[config.mk]
export PLATFORM = sky130hd
export DESIGN_NAME = io_tdm_port
export DESIGN_NICKNAME = d
export VERILOG_FILES = /design/src/rtl/io_tdm_port.sv
export SDC_FILE = /design/constraint.sdc
export NUM_CORES = 1
export LEC_CHECK = 0
export ABC_CLOCK_PERIOD_IN_PS = 7300
export CAP_MARGIN = 25
export CELL_PAD_IN_SITES_DETAIL_PLACEMENT = 0
export CELL_PAD_IN_SITES_GLOBAL_PLACEMENT = 2
export CORE_MARGIN = 2
export CORE_UTILIZATION = 40
export CTS_CLUSTER_SIZE = 16
export DETAILED_ROUTE_END_ITERATION = 6
export GPL_TIMING_DRIVEN = 0
export PLACE_DENSITY = 0.89
export SLEW_MARGIN = 20
export SYNTH_ARGS = -nofsm -noshare
export SYNTH_HDL_FRONTEND = slang
export SYNTH_SLANG_ARGS = --single-unit
[constraint.sdc]
create_clock -name clk -period 7.3 [get_ports clk]
set_input_delay 1.095 -clock clk [delete_from_list [all_inputs] [get_ports clk]]
set_output_delay 1.095 -clock clk [all_outputs]
set_load 0.05 [all_outputs]
[src/rtl/io_tdm_port.sv]
// io_tdm_port: TDM master moving converter samples between the serial bus and the io RAM.
// Defining IO_TDM_LOOPBACK_EN adds a loopback input that feeds the receiver from sdout.

module io_tdm_port #(
    parameter int IO_WIDTH     = 24,
    parameter int SLOT_WIDTH   = 32,
    parameter int NUM_CHANNELS = 8,
    parameter int ADDR_WIDTH   = 10,
    parameter int IN_BASE      = 0,
    parameter int OUT_BASE     = 256,
    parameter int BCLK_DIV     = 4,
    parameter int RD_LATENCY   = 1
) (
    input  logic                  clk,
    input  logic                  reset,
    input  logic                  run,
`ifdef IO_TDM_LOOPBACK_EN
    input  logic                  loopback,
`endif
    output logic [ADDR_WIDTH-1:0] io_rd_addr,
    output logic                  io_rd_en,
    input  logic [IO_WIDTH-1:0]   io_rd_data,
    output logic [ADDR_WIDTH-1:0] io_wr_addr,
    output logic                  io_wr_en,
    output logic [IO_WIDTH-1:0]   io_wr_data,
    output logic                  bclk,
    output logic                  fsync,
    output logic                  sdout,
    input  logic                  sdin,
    output logic                  frame_done,
    output logic                  busy
);

    localparam int DIV_W  = $clog2(BCLK_DIV);
    localparam int BIT_W  = (SLOT_WIDTH > 1) ? $clog2(SLOT_WIDTH) : 1;
    localparam int SLOT_W = (NUM_CHANNELS > 1) ? $clog2(NUM_CHANNELS) : 1;

    localparam logic [DIV_W-1:0]  DIV_LAST  = DIV_W'(BCLK_DIV - 1);
    localparam logic [DIV_W-1:0]  HALF_M1   = DIV_W'(BCLK_DIV / 2 - 1);
    localparam logic [BIT_W-1:0]  BIT_LAST  = BIT_W'(SLOT_WIDTH - 1);
    localparam logic [BIT_W-1:0]  IOB_LAST  = BIT_W'(IO_WIDTH - 1);
    localparam logic [BIT_W:0]    IO_LIM    = (BIT_W + 1)'(IO_WIDTH);
    localparam logic [SLOT_W-1:0] SLOT_LAST = SLOT_W'(NUM_CHANNELS - 1);

    typedef enum logic [1:0] {
        S_IDLE,
        S_PRIME,
        S_RUN
    } state_t;

    state_t r_state;
    state_t w_state_next;

    logic [DIV_W-1:0]      r_div;
    logic [BIT_W-1:0]      r_bit;
    logic [SLOT_W-1:0]     r_slot;
    logic [RD_LATENCY-1:0] r_rd_pipe;
    logic [IO_WIDTH-1:0]   r_tx_hold;
    logic [IO_WIDTH-1:0]   r_tx_shift;
    logic [IO_WIDTH-1:0]   r_rx_shift;
    logic                  r_wr_last;
    logic                  r_rd_en;
    logic [ADDR_WIDTH-1:0] r_rd_addr;
    logic                  r_wr_en;
    logic [ADDR_WIDTH-1:0] r_wr_addr;
    logic [IO_WIDTH-1:0]   r_wr_data;
    logic                  r_bclk;
    logic                  r_fsync;
    logic                  r_sdout;
    logic                  r_done;

    logic                  w_cap;
    logic [IO_WIDTH-1:0]   w_hold_next;
    logic                  w_fall_run;
    logic                  w_rise;
    logic                  w_wrap;
    logic                  w_start;
    logic                  w_stop;
    logic                  w_fall;
    logic [BIT_W-1:0]      w_nbit;
    logic [SLOT_W-1:0]     w_nslot;
    logic [SLOT_W-1:0]     w_pf_slot;
    logic                  w_rx_bit;
    logic                  w_busy;
    logic                  w_prime_issue;

    assign w_cap       = r_rd_pipe[RD_LATENCY-1];
    // Bypass lets a capture and the slot-start load land on the same clk.
    assign w_hold_next = w_cap ? io_rd_data : r_tx_hold;
    assign w_fall_run  = (r_state == S_RUN) && (r_div == DIV_LAST);
    assign w_rise      = (r_state == S_RUN) && (r_div == HALF_M1);
    assign w_wrap      = w_fall_run && (r_bit == BIT_LAST) && (r_slot == SLOT_LAST);
    assign w_start     = (r_state == S_PRIME) && w_cap;
    assign w_stop      = w_wrap && !run;
    assign w_fall      = w_start || (w_fall_run && !w_stop);

    always_comb begin
        w_nbit  = '0;
        w_nslot = '0;
        if (!w_start) begin
            if (r_bit == BIT_LAST) begin
                w_nbit  = '0;
                w_nslot = (r_slot == SLOT_LAST) ? '0 : r_slot + SLOT_W'(1);
            end else begin
                w_nbit  = r_bit + BIT_W'(1);
                w_nslot = r_slot;
            end
        end
    end

    assign w_pf_slot = (w_nslot == SLOT_LAST) ? '0 : w_nslot + SLOT_W'(1);

`ifdef IO_TDM_LOOPBACK_EN
    logic r_lb;
    assign w_rx_bit = r_lb ? r_sdout : sdin;
    always_ff @(posedge clk or posedge reset) begin
        if (reset) begin
            r_lb <= 1'b0;
        end else if (w_fall && (w_nbit == '0)) begin
            r_lb <= loopback;
        end
    end
`else
    assign w_rx_bit = sdin;
`endif

    always_ff @(posedge clk or posedge reset) begin
        if (reset) begin
            r_state <= S_IDLE;
        end else begin
            r_state <= w_state_next;
        end
    end

    always_comb begin
        w_state_next = r_state;
        case (r_state)
            S_IDLE:  if (run)    w_state_next = S_PRIME;
            S_PRIME: if (w_cap)  w_state_next = S_RUN;
            S_RUN:   if (w_stop) w_state_next = S_IDLE;
            default:             w_state_next = S_IDLE;
        endcase
    end

    always_comb begin
        w_busy        = (r_state != S_IDLE);
        w_prime_issue = (r_state == S_IDLE) && run;
    end

    always_ff @(posedge clk or posedge reset) begin
        if (reset) begin
            r_div      <= '0;
            r_bit      <= '0;
            r_slot     <= '0;
            r_rd_pipe  <= '0;
            r_tx_hold  <= '0;
            r_tx_shift <= '0;
            r_rx_shift <= '0;
            r_wr_last  <= 1'b0;
            r_rd_en    <= 1'b0;
            r_rd_addr  <= '0;
            r_wr_en    <= 1'b0;
            r_wr_addr  <= '0;
            r_wr_data  <= '0;
            r_bclk     <= 1'b0;
            r_fsync    <= 1'b0;
            r_sdout    <= 1'b0;
            r_done     <= 1'b0;
        end else begin
            r_rd_en      <= 1'b0;
            r_wr_en      <= 1'b0;
            r_done       <= r_wr_en && r_wr_last;
            r_rd_pipe[0] <= r_rd_en;
            for (int unsigned i = 1; i < RD_LATENCY; i++) begin
                r_rd_pipe[i] <= r_rd_pipe[i-1];
            end
            if (w_cap) begin
                r_tx_hold <= io_rd_data;
            end

            if (w_prime_issue) begin
                r_rd_en   <= 1'b1;
                r_rd_addr <= ADDR_WIDTH'(OUT_BASE);
            end

            if (r_state == S_RUN) begin
                r_div <= (r_div == DIV_LAST) ? '0 : r_div + DIV_W'(1);
            end else begin
                r_div <= '0;
            end

            if (w_stop) begin
                r_bit   <= '0;
                r_slot  <= '0;
                r_bclk  <= 1'b0;
                r_fsync <= 1'b0;
                r_sdout <= 1'b0;
            end else if (w_fall) begin
                r_bit   <= w_nbit;
                r_slot  <= w_nslot;
                r_bclk  <= 1'b0;
                r_fsync <= (w_nbit == '0) && (w_nslot == '0);
                if (w_nbit == '0) begin
                    r_sdout    <= w_hold_next[IO_WIDTH-1];
                    r_tx_shift <= w_hold_next << 1;
                end else if ({1'b0, w_nbit} < IO_LIM) begin
                    r_sdout    <= r_tx_shift[IO_WIDTH-1];
                    r_tx_shift <= r_tx_shift << 1;
                end else begin
                    r_sdout <= 1'b0;
                end
                // Last bit of slot k fetches the sample for slot k+1.
                if (w_nbit == BIT_LAST) begin
                    r_rd_en   <= 1'b1;
                    r_rd_addr <= ADDR_WIDTH'(OUT_BASE) + ADDR_WIDTH'(w_pf_slot);
                end
            end else if (w_rise) begin
                r_bclk <= 1'b1;
                if ({1'b0, r_bit} < IO_LIM) begin
                    r_rx_shift <= {r_rx_shift[IO_WIDTH-2:0], w_rx_bit};
                    if (r_bit == IOB_LAST) begin
                        r_wr_en   <= 1'b1;
                        r_wr_addr <= ADDR_WIDTH'(IN_BASE) + ADDR_WIDTH'(r_slot);
                        r_wr_data <= {r_rx_shift[IO_WIDTH-2:0], w_rx_bit};
                        r_wr_last <= (r_slot == SLOT_LAST);
                    end
                end
            end
        end
    end

    assign io_rd_addr = r_rd_addr;
    assign io_rd_en   = r_rd_en;
    assign io_wr_addr = r_wr_addr;
    assign io_wr_en   = r_wr_en;
    assign io_wr_data = r_wr_data;
    assign bclk       = r_bclk;
    assign fsync      = r_fsync;
    assign sdout      = r_sdout;
    assign frame_done = r_done;
    assign busy       = w_busy;

endmodule
==> results of run 1 <==
## metrics by stage
step	total power, uW	area (um^2)	hold WS [ns]	util
after CTS	2260	6960	0.381	0.526
after floorplan	1330	5460	0.441	-
after detailed placement	1470	6420	0.364	0.485
after global routing	2370	6960	0.401	0.526
after global placement	1450	6390	0.362	0.483
final	2230	6960	0.377	0.526
## state kept, by name (all words and copies together) (netlist names)
register	flops
io_rd_addr	10
r_rd_pipe	1
r_slot	3
bclk	1
io_rd_en	1
frame_done	1
io_wr_en	1
r_tx_shift	23
io_wr_addr	3
sdout	1
r_div	2
r_tx_hold	24
r_state	2
r_bit	5
io_wr_data	24
r_rx_shift	23
r_wr_last	1
fsync	1
## final cells by class
type | instances | area, um^2 | area share
buffer | 31 | 196 | 0.0282
clock buffer | 22 | 474 | 0.0681
clock inverter | 8 | 65.1 | 0.00934
inverter | 9 | 38.8 | 0.00557
multi-input combinational | 246 | 2050 | 0.295
sequential | 127 | 3180 | 0.456
tap | 176 | 220 | 0.0316
timing repair buffer | 72 | 738 | 0.106
## cell usage in the layout (no fill, tap or decap), types with 2 or more instances in the layout
cell / instances
a221o_1: 22
buf_6: 6
xnor2_1: 4
and3_1: 3
buf_4: 7
nand2_1: 34
dfrtp_1: 127
mux2i_1: 6
mux2_2: 56
ha_1: 9
a22o_1: 3
o21ai_0: 4
nor3b_1: 2
nor3_1: 2
clkinv_2: 7
clkbuf_16: 17
clkdlybuf4s50_1: 71
clkbuf_1: 13
clkbuf_8: 3
a21oi_1: 23
nand3b_1: 2
mux2_1: 20
nor2b_1: 2
inv_1: 8
a22oi_1: 2
nand2b_1: 2
and3b_1: 3
nor2_1: 8
o31ai_1: 3
buf_2: 7
conb_1: 7
and2_1: 8
nor4_1: 2
## worst paths after layout
| check | from | to | slack (ns) | cells past startpoint |
|---|---|---|---|---|
| max in group asynchronous | reset | io_rd_addr[9] | 5.48 | 3 |
| worst min register to register | io_rd_en | r_rd_pipe | 0.38 | 0 |
| min in group asynchronous | reset | r_tx_hold[3] | 1.08 | 2 |
| worst max register to register | r_bit[0] | r_tx_shift[1] | 4.36 | 8 |
| worst min-delay path | io_rd_en | r_rd_pipe | 0.38 | 0 |
| worst max-delay path | r_state[0] | busy | 4.19 | 4 |
## report_power, final
part / internal, uW / switching [uW] / leakage (uW) / total [uW]
combinational: 246 / 279 / 0.00136 / 525
sequential: 865 / 71.9 / 0.00167 / 937
clock: 486 / 284 / 0.000275 / 770
## worst max-delay path, stage by stage (launching register included)
cell	delay, ns
dfrtp_1	0.32
clkbuf_1	0.24
nor2_1	0.13
inv_1	0.11
clkdlybuf4s50_1	0.80
## per-layer routing
metal  global-route usage  vias up
li1                     -     1643
met1                0.224     1743
met2                0.243       73
met3               0.0472       17
met4               0.0807        0
met5                    0        -
## kinds of logic after synthesis
| kind of cell | count (synthesis) | synth area share |
|---|---|---|
| XOR/XNOR | 4 | 0.00644 |
| other | 1 | 0.000689 |
| buffers and inverters | 40 | 0.0423 |
| multiplexers | 83 | 0.171 |
| AND/OR/NAND/NOR | 76 | 0.0745 |
| AO/OA/AOI/OAI | 67 | 0.100 |
| adder cells (fa/ha/maj) | 9 | 0.0207 |
| flip-flops | 127 | 0.584 |
==> flow_metrics.env, run 1 <==
export IMPL_cts_hold_buffers=0
export IMPL_cts_sinks=127
export IMPL_synth_distinct_cells=48
export IMPL_synth_area_leaders="dfrtp_1 58%, mux2_2 12%, mux2_1 4.1%"
export IMPL_cts_root_to_sink_buffers=2
export IMPL_post_place_ws_ns=3.96
export IMPL_area_fraction_of_the_dominant_cell_type_after_synthesis=0.584
export IMPL_antenna_cells_inserted=0
export IMPL_syn_instance_count=407
export IMPL_hold_path_class="reg2reg"
export IMPL_final_setup_worst_slack_ns=4.19
export IMPL_setup_total_negative_slack_ns=0
export IMPL_final_cell_count_without_fillers=691
export IMPL_critical_path_endpoint_type="output port"
export IMPL_netlist_top_cell_by_area="dfrtp_1"
export IMPL_timing_setup_critical_path_class="reg2out"
export IMPL_top_count_cell_post_synth="dfrtp_1"
export IMPL_slew_headroom=0.607
export IMPL_worstPathMaxFanout=7
export IMPL_yosys_top_cells_count="127 x dfrtp_1, 56 x mux2_2, 34 x nand2_1"
export IMPL_post_route_cells_drive_above_1_share=0.219
export IMPL_floorplan_die_height_um=121
export IMPL_die_width_um=121
export IMPL_synthArstFlopShare=1.00
export IMPL_min_period_over_period=0.426
export IMPL_cp_start_kind="flop"
export IMPL_grt_max_degree=83
export IMPL_grt_ovfl_total=0
export IMPL_fill_cells=1156
export IMPL_cts_repair_resized=0
export IMPL_globalplace_congestion=0.820
export IMPL_dr_wl_met2_mm=4.98
export IMPL_setup_repair_after_global_routing_missed_its_margin="no"
export IMPL_synth_edff_count=0
export IMPL_clockRootBuffer="clkbuf_16"
export IMPL_final_min_clock_period_ns=3.11
export IMPL_dr_wl_met3_um=473
export IMPL_final_max_slew_violation_count=0
export IMPL_drt_pass1_iter_count=4
export IMPL_final_hold_viol_count=0
export IMPL_io_pins=79
export IMPL_antenna_found_initial=0
export IMPL_power_per_cell_area_mw_per_mm2=320
export IMPL_skew_ns=0.00714
export IMPL_cts_inserted_buffers=17
export IMPL_drcViolationCount=0
export IMPL_clock_tree_from_tritoncts="yes"
export IMPL_port_buffers=71
export IMPL_grt_util_all_layers=0.165
export IMPL_synth_ff_type="dfrtp_1"
export IMPL_ant_nets=0
export IMPL_first_global_vias=3698
export IMPL_place_detailed_hpwl_mm=7.19
export IMPL_top_signal_layer_used="met4"
export IMPL_timing_fmax_ghz=0.321
export IMPL_initial_utilization=0.411
export IMPL_grt_pass1_wl_mm=18.6
export IMPL_ys_ff_latch=127
export IMPL_via_per_inst=5.03
export IMPL_drt_total_wl_mm=10.8
export IMPL_cp_arrival_ns=2.02
export IMPL_place_detailed_instances=661
export IMPL_clock_insertion_delay_worst_skew_ns=0.42
export IMPL_power_leakage_uw=0.00330
export IMPL_floorplan_die_area_mm2=0.0145
export IMPL_drt_initial_drc_count=192
export IMPL_worst_ep_required_time_ns=6.20
export IMPL_postCtsSetupRepairBufs=0
export IMPL_setup_viol=0
export IMPL_ys_seq_area_frac=0.584
export IMPL_run_status="completed"
export IMPL_wl_per_cell_um=15.6
export IMPL_htree_num_levels=4
export IMPL_ir_worst_vdd_v=0.000131
export IMPL_flow_area_growth_from_synthesis_pct=28.0
export IMPL_clkSlewWorstSetupHoldPaths_ns=0.05
export IMPL_num_rows=42
export IMPL_final_net_count=541
export IMPL_tightestPinTransition_ns=0.590
export IMPL_max_cap_violations=0
export IMPL_num_vias=3476
export IMPL_fp_coreArea_mm2=0.0132
export IMPL_post_synth_instance_area_mm2=0.00544
export IMPL_wirelength_met1_mm=5.08
export IMPL_yosys_warnings=0
export IMPL_syn_mean_instance_area_um2=13.4
No activity file was read; power rests on OpenSTA's default activity.
==> run 2: changes to the inputs <==
- ABC_CLOCK_PERIOD_IN_PS: 7300 -> 2980
- CORE_UTILIZATION: 40 -> 37
- PLACE_DENSITY: 0.89 -> 0.84
- clock period: 7.3 -> 2.98 ns (I/O delays scaled with it)
==> flow_metrics.env, run 2 (same netlist as run 1, synthesis figures left out) <==
export IMPL_run_status="completed"
export IMPL_cts_root_to_sink_buffers=2
export IMPL_power_frac_seq=0.397
export IMPL_cts_inserted_buffers=17
export IMPL_timing_hold_worst_endpoint="r_rd_pipe"
export IMPL_timing_critical_path_slowest_cell_delay_ns=0.44
export IMPL_min_period_over_period=0.926
export IMPL_setup_total_negative_slack_ns=0
export IMPL_final_hold_viol_count=0
export IMPL_drt_pass1_iter_count=4
export IMPL_final_min_clock_period_ns=2.76
export IMPL_floorplan_die_area_mm2=0.0157
export IMPL_grt_ovfl_total=0
export IMPL_place_detailed_hpwl_mm=7.39
export IMPL_wl_per_cell_um=15.1
export IMPL_crit_family="adder cells"
export IMPL_initial_utilization=0.377
export IMPL_fp_coreArea_mm2=0.0144
export IMPL_hold_wc_startpoint="io_rd_en"
export IMPL_floorplan_die_height_um=125
export IMPL_cp_start_kind="flop"
export IMPL_clockRootBuffer="clkbuf_16"
export IMPL_cts_sinks=127
export IMPL_antenna_cells_inserted=0
export IMPL_hold_path_cell_count=0
export IMPL_timing_setup_critical_path_class="reg2reg"
export IMPL_io_pins=79
export IMPL_mostFrequentLayoutCells="127 x dfrtp_1, 71 x clkdlybuf4s50_1, 56 x mux2_2"
export IMPL_worst_r2r_path_depth=8
export IMPL_setup_viol=0
export IMPL_clkPwrFrac=0.381
export IMPL_switching_power_uw=1570
export IMPL_port_buffers=71
export IMPL_grt_util_all_layers=0.148
export IMPL_critical_path_slowest_cell="dfrtp_1"
export IMPL_flow_area_growth_from_synthesis_pct=31.3
export IMPL_htree_num_levels=4
export IMPL_cp_cell_sequence="ha_1, and3_1, ha_2, nor3b_1, mux2i_2, o311a_4, buf_6, a221o_1"
export IMPL_drt_total_wl_mm=10.6
export IMPL_timing_fmax_ghz=0.362
export IMPL_num_vias=3477
export IMPL_die_width_um=125
export IMPL_path_buf_inv=1
export IMPL_drt_initial_drc_count=170
export IMPL_via_per_inst=4.94
export IMPL_cp_arrival_ns=3.05
export IMPL_timing_rr_start="r_bit[0]"
export IMPL_final_max_slew_violation_count=0
export IMPL_final_common_cell="dfrtp_1"
export IMPL_clock_tree_from_tritoncts="yes"
export IMPL_skew_ns=0.00487
export IMPL_post_layout_total_power_uw=5780
export IMPL_grt_max_degree=35
export IMPL_num_rows=44
export IMPL_clkSlewWorstSetupHoldPaths_ns=0.06
export IMPL_max_cap_violations=0
export IMPL_postLayoutCoreUtil=0.495
export IMPL_critical_path_endpoint_type="flop"
export IMPL_post_route_cells_drive_above_1_share=0.235
export IMPL_antenna_found_initial=0
export IMPL_ir_worst_vdd_v=0.000292
export IMPL_drcViolationCount=0
export IMPL_cts_hold_buffers=0
export IMPL_crit_reg2reg_capture="r_tx_shift[12]"
export IMPL_power_combinational_fraction=0.222
export IMPL_hold_path_class="reg2reg"
export IMPL_final_net_count=544
export IMPL_worstPathMaxFanout=10
export IMPL_first_global_vias=3579
export IMPL_power_leakage_uw=0.00336
export IMPL_tightestPinTransition_ns=0.562
export IMPL_grt_pass1_wl_mm=18.3
export IMPL_cell_internal_pwr_uw=4210
export IMPL_power_per_cell_area_mw_per_mm2=810
export IMPL_netSwitchingFraction=0.272
export IMPL_reg2reg_slack_ns=0.22
export IMPL_cp_depth=8
export IMPL_slew_headroom=0.625
export IMPL_clock_insertion_delay_worst_skew_ns=0.41
export IMPL_setup_repair_after_global_routing_missed_its_margin="no"
export IMPL_worst_ep_required_time_ns=3.27
export IMPL_ant_nets=0
export IMPL_globalplace_congestion=0.803
==> run 2: timing repair <==
| action | in CTS | in global routing |
|---|---|---|
| buffers inserted | 0 | 0 |
| resized for setup | 0 | 5 |
| endpoints found under the setup margin | 0 | 20 |
==> run 2: power groups by stage <==
stage	logic, uW	registers [uW]	clock network [uW]
6_report	1280	2300	2200
5_1_grt	1430	2340	2350
4_1_cts	1300	2300	2260
3_5_place_dp	1300	2320	0
3_3_place_gp	1250	2310	0
2_1_floorplan	915	2350	0
==> run 2: worst max path at each step <==
stage / from / endpoint / slack [ns]
floorplan: r_bit[0] / r_tx_shift[10] / 0.48
detailed placement: r_bit[0] / r_tx_shift[1] / 0.03
CTS: r_bit[0] / r_tx_shift[1] / 0.02
global placement: reset / r_tx_hold[16] / -0.20
finish: r_bit[0] / r_tx_shift[12] / 0.22
global route: r_bit[0] / r_tx_shift[14] / 0.04
==> run 2: area by class of cell <==
cell class | instances | area, um^2
clock inverter | 10 | 158
clock buffer | 22 | 484
timing repair buffer | 75 | 798
buffer | 31 | 199
tap | 184 | 230
multi-input combinational | 246 | 2060
fill | 1295 | 7280
inverter | 9 | 37.5
sequential | 127 | 3180
==> run 2: through the flow <==
step	area [um^2]	setup WS, ns	hold slack (ns)	cells
6_report	7140	0.219	0.381	704
5_1_grt	7140	0.0352	0.408	704
4_1_cts	7140	0.0242	0.385	704
3_5_place_dp	6490	0.0324	0.366	672
3_3_place_gp	6410	-0.199	0.364	668
2_1_floorplan	5470	0.482	0.441	413
==> run 2: routing by layer <==
| metal | track usage | routed length, um |
|---|---|---|
| met4 | 0.0732 | 245 |
| met3 | 0.0407 | 466 |
| met1 | 0.207 | 5180 |
| met5 | 0 | 0 |
| met2 | 0.211 | 4710 |
